### src/rtl/bufgce_div_sync_pkg.sv
// bufgce_div_sync_pkg: state encoding, parameter limits and counter helpers
// shared by the divided-clock buffer sequencer.
`default_nettype none

package bufgce_div_sync_pkg;

    typedef enum logic [2:0] {
        ST_IDLE   = 3'd0,
        ST_FILTER = 3'd1,
        ST_CLEAR  = 3'd2,
        ST_WAIT   = 3'd3,
        ST_RUN    = 3'd4
    } state_t;

    localparam int CNT_W           = $clog2(256);
    localparam int NUM_BUF_MIN     = 1;
    localparam int NUM_BUF_MAX     = 8;
    localparam int LOCK_FILTER_MIN = 1;
    localparam int LOCK_FILTER_MAX = 255;
    localparam int CLR_CYCLES_MIN  = 1;
    localparam int CLR_CYCLES_MAX  = 255;
    localparam int CE_DELAY_MIN    = 1;
    localparam int CE_DELAY_MAX    = 255;

    // A state lasting N cycles loads N-1 and leaves when the counter reads 0.
    function automatic logic [CNT_W-1:0] load_of(input int cycles);
        return CNT_W'(cycles - 1);
    endfunction

endpackage

`default_nettype wire

### src/rtl/bufgce_div_sync_sync_2ff.sv
// sync_2ff: two-flop synchronizer with asynchronous active-high clear,
// used for both the LOCKED input and the CLR_in release.
`default_nettype none

module sync_2ff
    import bufgce_div_sync_pkg::*;
(
    input  logic clk,
    input  logic clr,
    input  logic d,
    output logic q
);

    logic meta;

    always_ff @(posedge clk or posedge clr) begin
        if (clr) begin
            meta <= 1'b0;
            q    <= 1'b0;
        end else begin
            meta <= d;
            q    <= meta;
        end
    end

endmodule

`default_nettype wire

### src/rtl/bufgce_div_sync.sv
// bufgce_div_sync: sequences CLR/CE of a bank of divided-clock buffers so the
// divided clocks start phase-aligned once the source clock is locked.
`default_nettype none

module bufgce_div_sync
    import bufgce_div_sync_pkg::*;
#(
    parameter int NUM_BUF     = 2,
    parameter int LOCK_FILTER = 8,
    parameter int CLR_CYCLES  = 4,
    parameter int CE_DELAY    = 2
)(
    input  logic               I,
    input  logic               CLR_in,
    input  logic               LOCKED,
    input  logic               RESTART,
    output logic [NUM_BUF-1:0] CE_OUT,
    output logic [NUM_BUF-1:0] CLR_OUT,
    output logic               READY,
    output logic [2:0]         STATE
);

    if (NUM_BUF < NUM_BUF_MIN || NUM_BUF > NUM_BUF_MAX) begin : g_bad_num_buf
        $error("bufgce_div_sync: NUM_BUF out of range");
    end
    if (LOCK_FILTER < LOCK_FILTER_MIN || LOCK_FILTER > LOCK_FILTER_MAX) begin : g_bad_lock_filter
        $error("bufgce_div_sync: LOCK_FILTER out of range");
    end
    if (CLR_CYCLES < CLR_CYCLES_MIN || CLR_CYCLES > CLR_CYCLES_MAX) begin : g_bad_clr_cycles
        $error("bufgce_div_sync: CLR_CYCLES out of range");
    end
    if (CE_DELAY < CE_DELAY_MIN || CE_DELAY > CE_DELAY_MAX) begin : g_bad_ce_delay
        $error("bufgce_div_sync: CE_DELAY out of range");
    end

    localparam logic [CNT_W-1:0] FILTER_LOAD = load_of(LOCK_FILTER);
    localparam logic [CNT_W-1:0] CLEAR_LOAD  = load_of(CLR_CYCLES);
    localparam logic [CNT_W-1:0] WAIT_LOAD   = load_of(CE_DELAY);

    logic             run_en;
    logic             lock_s;
    state_t           state;
    state_t           state_nxt;
    logic [CNT_W-1:0] cnt;
    logic [CNT_W-1:0] cnt_nxt;
    logic             ce_nxt;
    logic             clr_nxt;

    // Holds the FSM in IDLE until the CLR_in release has been synchronized.
    sync_2ff u_rst_sync (
        .clk (I),
        .clr (CLR_in),
        .d   (1'b1),
        .q   (run_en)
    );

    sync_2ff u_lock_sync (
        .clk (I),
        .clr (CLR_in),
        .d   (LOCKED),
        .q   (lock_s)
    );

    always_comb begin
        state_nxt = state;
        cnt_nxt   = cnt;
        case (state)
            ST_IDLE: begin
                if (lock_s) begin
                    state_nxt = ST_FILTER;
                    cnt_nxt   = FILTER_LOAD;
                end
            end
            ST_FILTER: begin
                if (!lock_s) begin
                    state_nxt = ST_IDLE;
                    cnt_nxt   = '0;
                end else if (cnt == '0) begin
                    state_nxt = ST_CLEAR;
                    cnt_nxt   = CLEAR_LOAD;
                end else begin
                    cnt_nxt = cnt - CNT_W'(1);
                end
            end
            ST_CLEAR: begin
                if (!lock_s) begin
                    state_nxt = ST_IDLE;
                    cnt_nxt   = '0;
                end else if (cnt == '0) begin
                    state_nxt = ST_WAIT;
                    cnt_nxt   = WAIT_LOAD;
                end else begin
                    cnt_nxt = cnt - CNT_W'(1);
                end
            end
            ST_WAIT: begin
                if (!lock_s) begin
                    state_nxt = ST_IDLE;
                    cnt_nxt   = '0;
                end else if (RESTART) begin
                    state_nxt = ST_CLEAR;
                    cnt_nxt   = CLEAR_LOAD;
                end else if (cnt == '0) begin
                    state_nxt = ST_RUN;
                    cnt_nxt   = '0;
                end else begin
                    cnt_nxt = cnt - CNT_W'(1);
                end
            end
            ST_RUN: begin
                if (!lock_s) begin
                    state_nxt = ST_IDLE;
                    cnt_nxt   = '0;
                end else if (RESTART) begin
                    state_nxt = ST_CLEAR;
                    cnt_nxt   = CLEAR_LOAD;
                end
            end
            default: begin
                state_nxt = ST_IDLE;
                cnt_nxt   = '0;
            end
        endcase
    end

    // Outputs are decoded from the next state so they flip on the same edge
    // as the state register; buffers stay cleared until the sequence proper.
    always_comb begin
        ce_nxt  = 1'b0;
        clr_nxt = 1'b0;
        case (state_nxt)
            ST_IDLE, ST_FILTER, ST_CLEAR: clr_nxt = 1'b1;
            ST_RUN:                       ce_nxt  = 1'b1;
            default: begin
                ce_nxt  = 1'b0;
                clr_nxt = 1'b0;
            end
        endcase
    end

    always_ff @(posedge I or posedge CLR_in) begin
        if (CLR_in) begin
            state   <= ST_IDLE;
            cnt     <= '0;
            CE_OUT  <= '0;
            CLR_OUT <= '1;
            READY   <= 1'b0;
        end else if (run_en) begin
            state   <= state_nxt;
            cnt     <= cnt_nxt;
            CE_OUT  <= {NUM_BUF{ce_nxt}};
            CLR_OUT <= {NUM_BUF{clr_nxt}};
            READY   <= ce_nxt;
        end
    end

    assign STATE = state;

endmodule

`default_nettype wire

### config.mk
export PLATFORM = sky130hd
export DESIGN_NAME = bufgce_div_sync
export DESIGN_NICKNAME = d
export VERILOG_FILES = /design/src/rtl/bufgce_div_sync_pkg.sv /design/src/rtl/bufgce_div_sync_sync_2ff.sv /design/src/rtl/bufgce_div_sync.sv
export SDC_FILE = /design/constraint.sdc
export NUM_CORES = 1
export LEC_CHECK = 0
export ABC_AREA = 1
export CAP_MARGIN = 40
export CORE_MARGIN = 5
export CORE_UTILIZATION = 52
export CTS_BUF_LIST = sky130_fd_sc_hd__clkbuf_2
export CTS_CLUSTER_SIZE = 28
export DETAILED_ROUTE_END_ITERATION = 6
export PLACE_DENSITY = 0.83
export SLEW_MARGIN = 20
export SYNTH_ARGS = -nofsm -noshare
export SYNTH_HDL_FRONTEND = slang
export SYNTH_HIERARCHICAL = 1
export SYNTH_SLANG_ARGS = --single-unit
export TNS_END_PERCENT = 100
### constraint.sdc
create_clock -name I -period 1.4 [get_ports I]
set_clock_uncertainty 0.15 [all_clocks]
set_input_delay 0.14 -clock I [delete_from_list [all_inputs] [get_ports I]]
set_output_delay 0.14 -clock I [all_outputs]
set_load 0.005 [all_outputs]
==> run metrics <==
Power Total 3.099 mW; HP Class in -> reg; worst setup margin -229.8 ps; Req. time, crit path 1520 ps; post-synthesis average cell area 7.176 µm²; final critical-path share of the clock period 116.4%; share of cells above drive strength 1 51.74%; GR Util All Layers 19.35%; Core Footprint 1982 µm²; die width 55.65 µm; Die H 55.65 µm; most frequent CP cell nand2_1; status complete, but fails checks; Hold Fails Final Rpt 0; slowest CP cell dfrtp_1; unrepaired setup endpoints after global routing true; DRC Markers 0; pin count of the biggest net entering global routing 14; FF+latch count, synth 17; IO Count 12; row count 16; GR Overflow Total 0; Syn Inst Count 151; initial core utilization 54.67%; Final ANT Viol Nets 0; DR pass1 iterations 4; initial antenna violation count 0; worst path cell trace nor2_1 > nand2_4 > nor2_4 > nand2_1 > nand3_1 > nand2_1 > nand2_1 > nand2_1 > nand2_1; vias post-DR 1219; endpoints failing setup 14; FMAX 613.6 MHz; syn nets 157; via density per instance 5.346; Iter 0 DRT Violations 48; Die Area 3096 µm²; CTS Buf Count 3; CP Class reg -> reg; Clock Path Buffers 2; Worst VDD drop 1759 µV; GP Congestion 0.9011; CTS tree built; CP endpoint kind flop; drt total wl 3498 µm; CTS root buffer clkbuf_2; first-pass GRT wire length 4761 µm; placed inst area 1375 µm²; Final Max Slew Viols 0; drt wl/cell 15.34 µm; Place WS -290.8 ps; crit start category flop; fin crit period 1630 ps; Static Leakage 0.8798 nW; clock slew at reported path FFs 180 ps; Area Overhead vs Synth 56.58%; Inserted Diodes 0; Clock Latency Late Sink 330 ps; worst-path fanout max 6; post-route cell area 1697 µm²; total power divided by cell area 1827 nW/µm²; Synth cell types 27; failing checks negative setup slack; Max-cap violations 0; Port Buf Inserts 11; slowest stage delay, CP 440 ps; clk sink count 17; crit path DAT 1750 ps; Warnings, synthesis 6; DPL Wire Length 1834 µm; mapped cell area 1084 µm²; Seq/Total Area, Yosys 39.38%; Layout Nets 208; CTS HTree Levels 1; number of global-route vias before repair 1115
report_power, final:
group          internal (mW)  switching (mW)
logic                  0.972            1.14
registers              0.627           0.116
clock network         0.0756           0.172
total                   1.68            1.42
worst max-delay path: cells and delay by family, from the launching register on:
| family | cells | cell delay, ps |
|---|---|---|
| DFF | 1 | 440 |
| and+or+nand+nor | 9 | 990 |
cells in the final DEF (no fill, tap or decap), types with 2 or more instances in the layout:
cell	instances
buf_4	36
nor2_2	4
dfrtp_1	13
dfrtp_2	3
clkbuf_2	5
o21ai_0	2
nand4_1	2
a21oi_2	2
nand2_2	10
nand3_2	6
buf_6	6
nand2_4	5
inv_2	7
ha_4	2
inv_1	16
o21ai_1	8
dlygate4sd2_1	4
nand2_1	32
clkdlybuf4s50_1	3
nand3_1	3
nor2_1	10
nor2_4	7
o21ai_2	3
layout make-up:
class                   count  area (µm²)
multi-input cells         104       696.9
flip-flops and latches     17       430.4
repair buffers             51       417.9
fillers                   103       285.3
inverters                  25       97.59
well taps                  27       33.78
clock buffers               4       20.02
cells in the mapped netlist, drive strengths merged:
cell type / number / area (µm²)
ha: 2 / 25.02
clkinv: 1 / 3.750
nor2: 21 / 103.8
a21oi: 2 / 17.52
conb: 1 / 3.750
o21bai: 1 / 7.510
inv: 24 / 90.09
clkbuf: 1 / 5.000
o21ai: 13 / 65.06
nor3: 2 / 15.01
nand4: 2 / 12.51
a31oi: 1 / 6.260
dfstp: 1 / 26.28
nand3: 10 / 65.06
xor2: 1 / 8.760
o22ai: 1 / 6.260
dfrtp: 16 / 400.4
buf: 4 / 37.53
nand2: 47 / 183.9
registers in the layout, summed over array words and instances (netlist names):
name	flops
READY	1
u_rst_sync/meta	1
CLR_OUT	1
u_lock_sync/q	1
STATE	3
cnt	8
u_rst_sync/q	1
u_lock_sync/meta	1
logic make-up after synthesis:
| logic type | share of synthesized area (%) |
|---|---|
| compound gates | 9.470 |
| xor+xnor | 0.8085 |
| fa+ha+maj | 2.309 |
| buf+inv | 12.59 |
| flops | 39.38 |
| other cells | 0.3461 |
| simple gates | 35.10 |
metal layers:
layer | track usage, % | share of wire, % | vias to the layer above | wire, µm
li1 | - | - | 568 | -
met1 | 22.75 | 41 | 571 | 1425
met2 | 33.11 | 49 | 68 | 1709
met3 | 3.016 | 6.9 | 12 | 242
met4 | 11.11 | 3.5 | 0 | 121
met5 | 0 | 0 | - | 0
path summary, 6_finish.rpt:
kind	from	endpoint	slack [ps]	cells past startpoint
hold reg to reg	u_rst_sync/meta$_DFF_PP0_	u_rst_sync/q$_DFF_PP0_	220	0
setup reg to reg	cnt[7]$_DFFE_PP0P_	CLR_OUT[0]$_DFFE_PP1P_	-230	9
setup / recovery	cnt[7]$_DFFE_PP0P_	CLR_OUT[0]$_DFFE_PP1P_	-230	9
min in group asynchronous	CLR_in	u_lock_sync/meta$_DFF_PP0_	420	3
hold / removal	LOCKED	u_lock_sync/meta$_DFF_PP0_	90	1
max in group asynchronous	CLR_in	CLR_OUT[0]$_DFFE_PP1P_	280	4
repair_timing:
item	CTS	global route
pin swaps	9	19
hold buffers	1	0
resized for setup	42	40
endpoints found under the hold margin	4	0
setup buffers	11	6
endpoints found under the setup margin	21	20
gates cloned	0	0
stage by stage:
stage / instances / utilization, % / setup TNS, ps / hold WS [ps]
floorplan: 151 / - / -41.46 / -268.8
global placement: 208 / 69.38 / -1865 / 185.6
detailed placement: 208 / 69.38 / -2357 / 185.5
CTS: 224 / 77.84 / -810.1 / 108.1
global route: 228 / 85.61 / -3283 / 81.05
finish: 228 / 85.61 / -2247 / 92.59
Note: power is estimated with default switching activity, not from simulation.
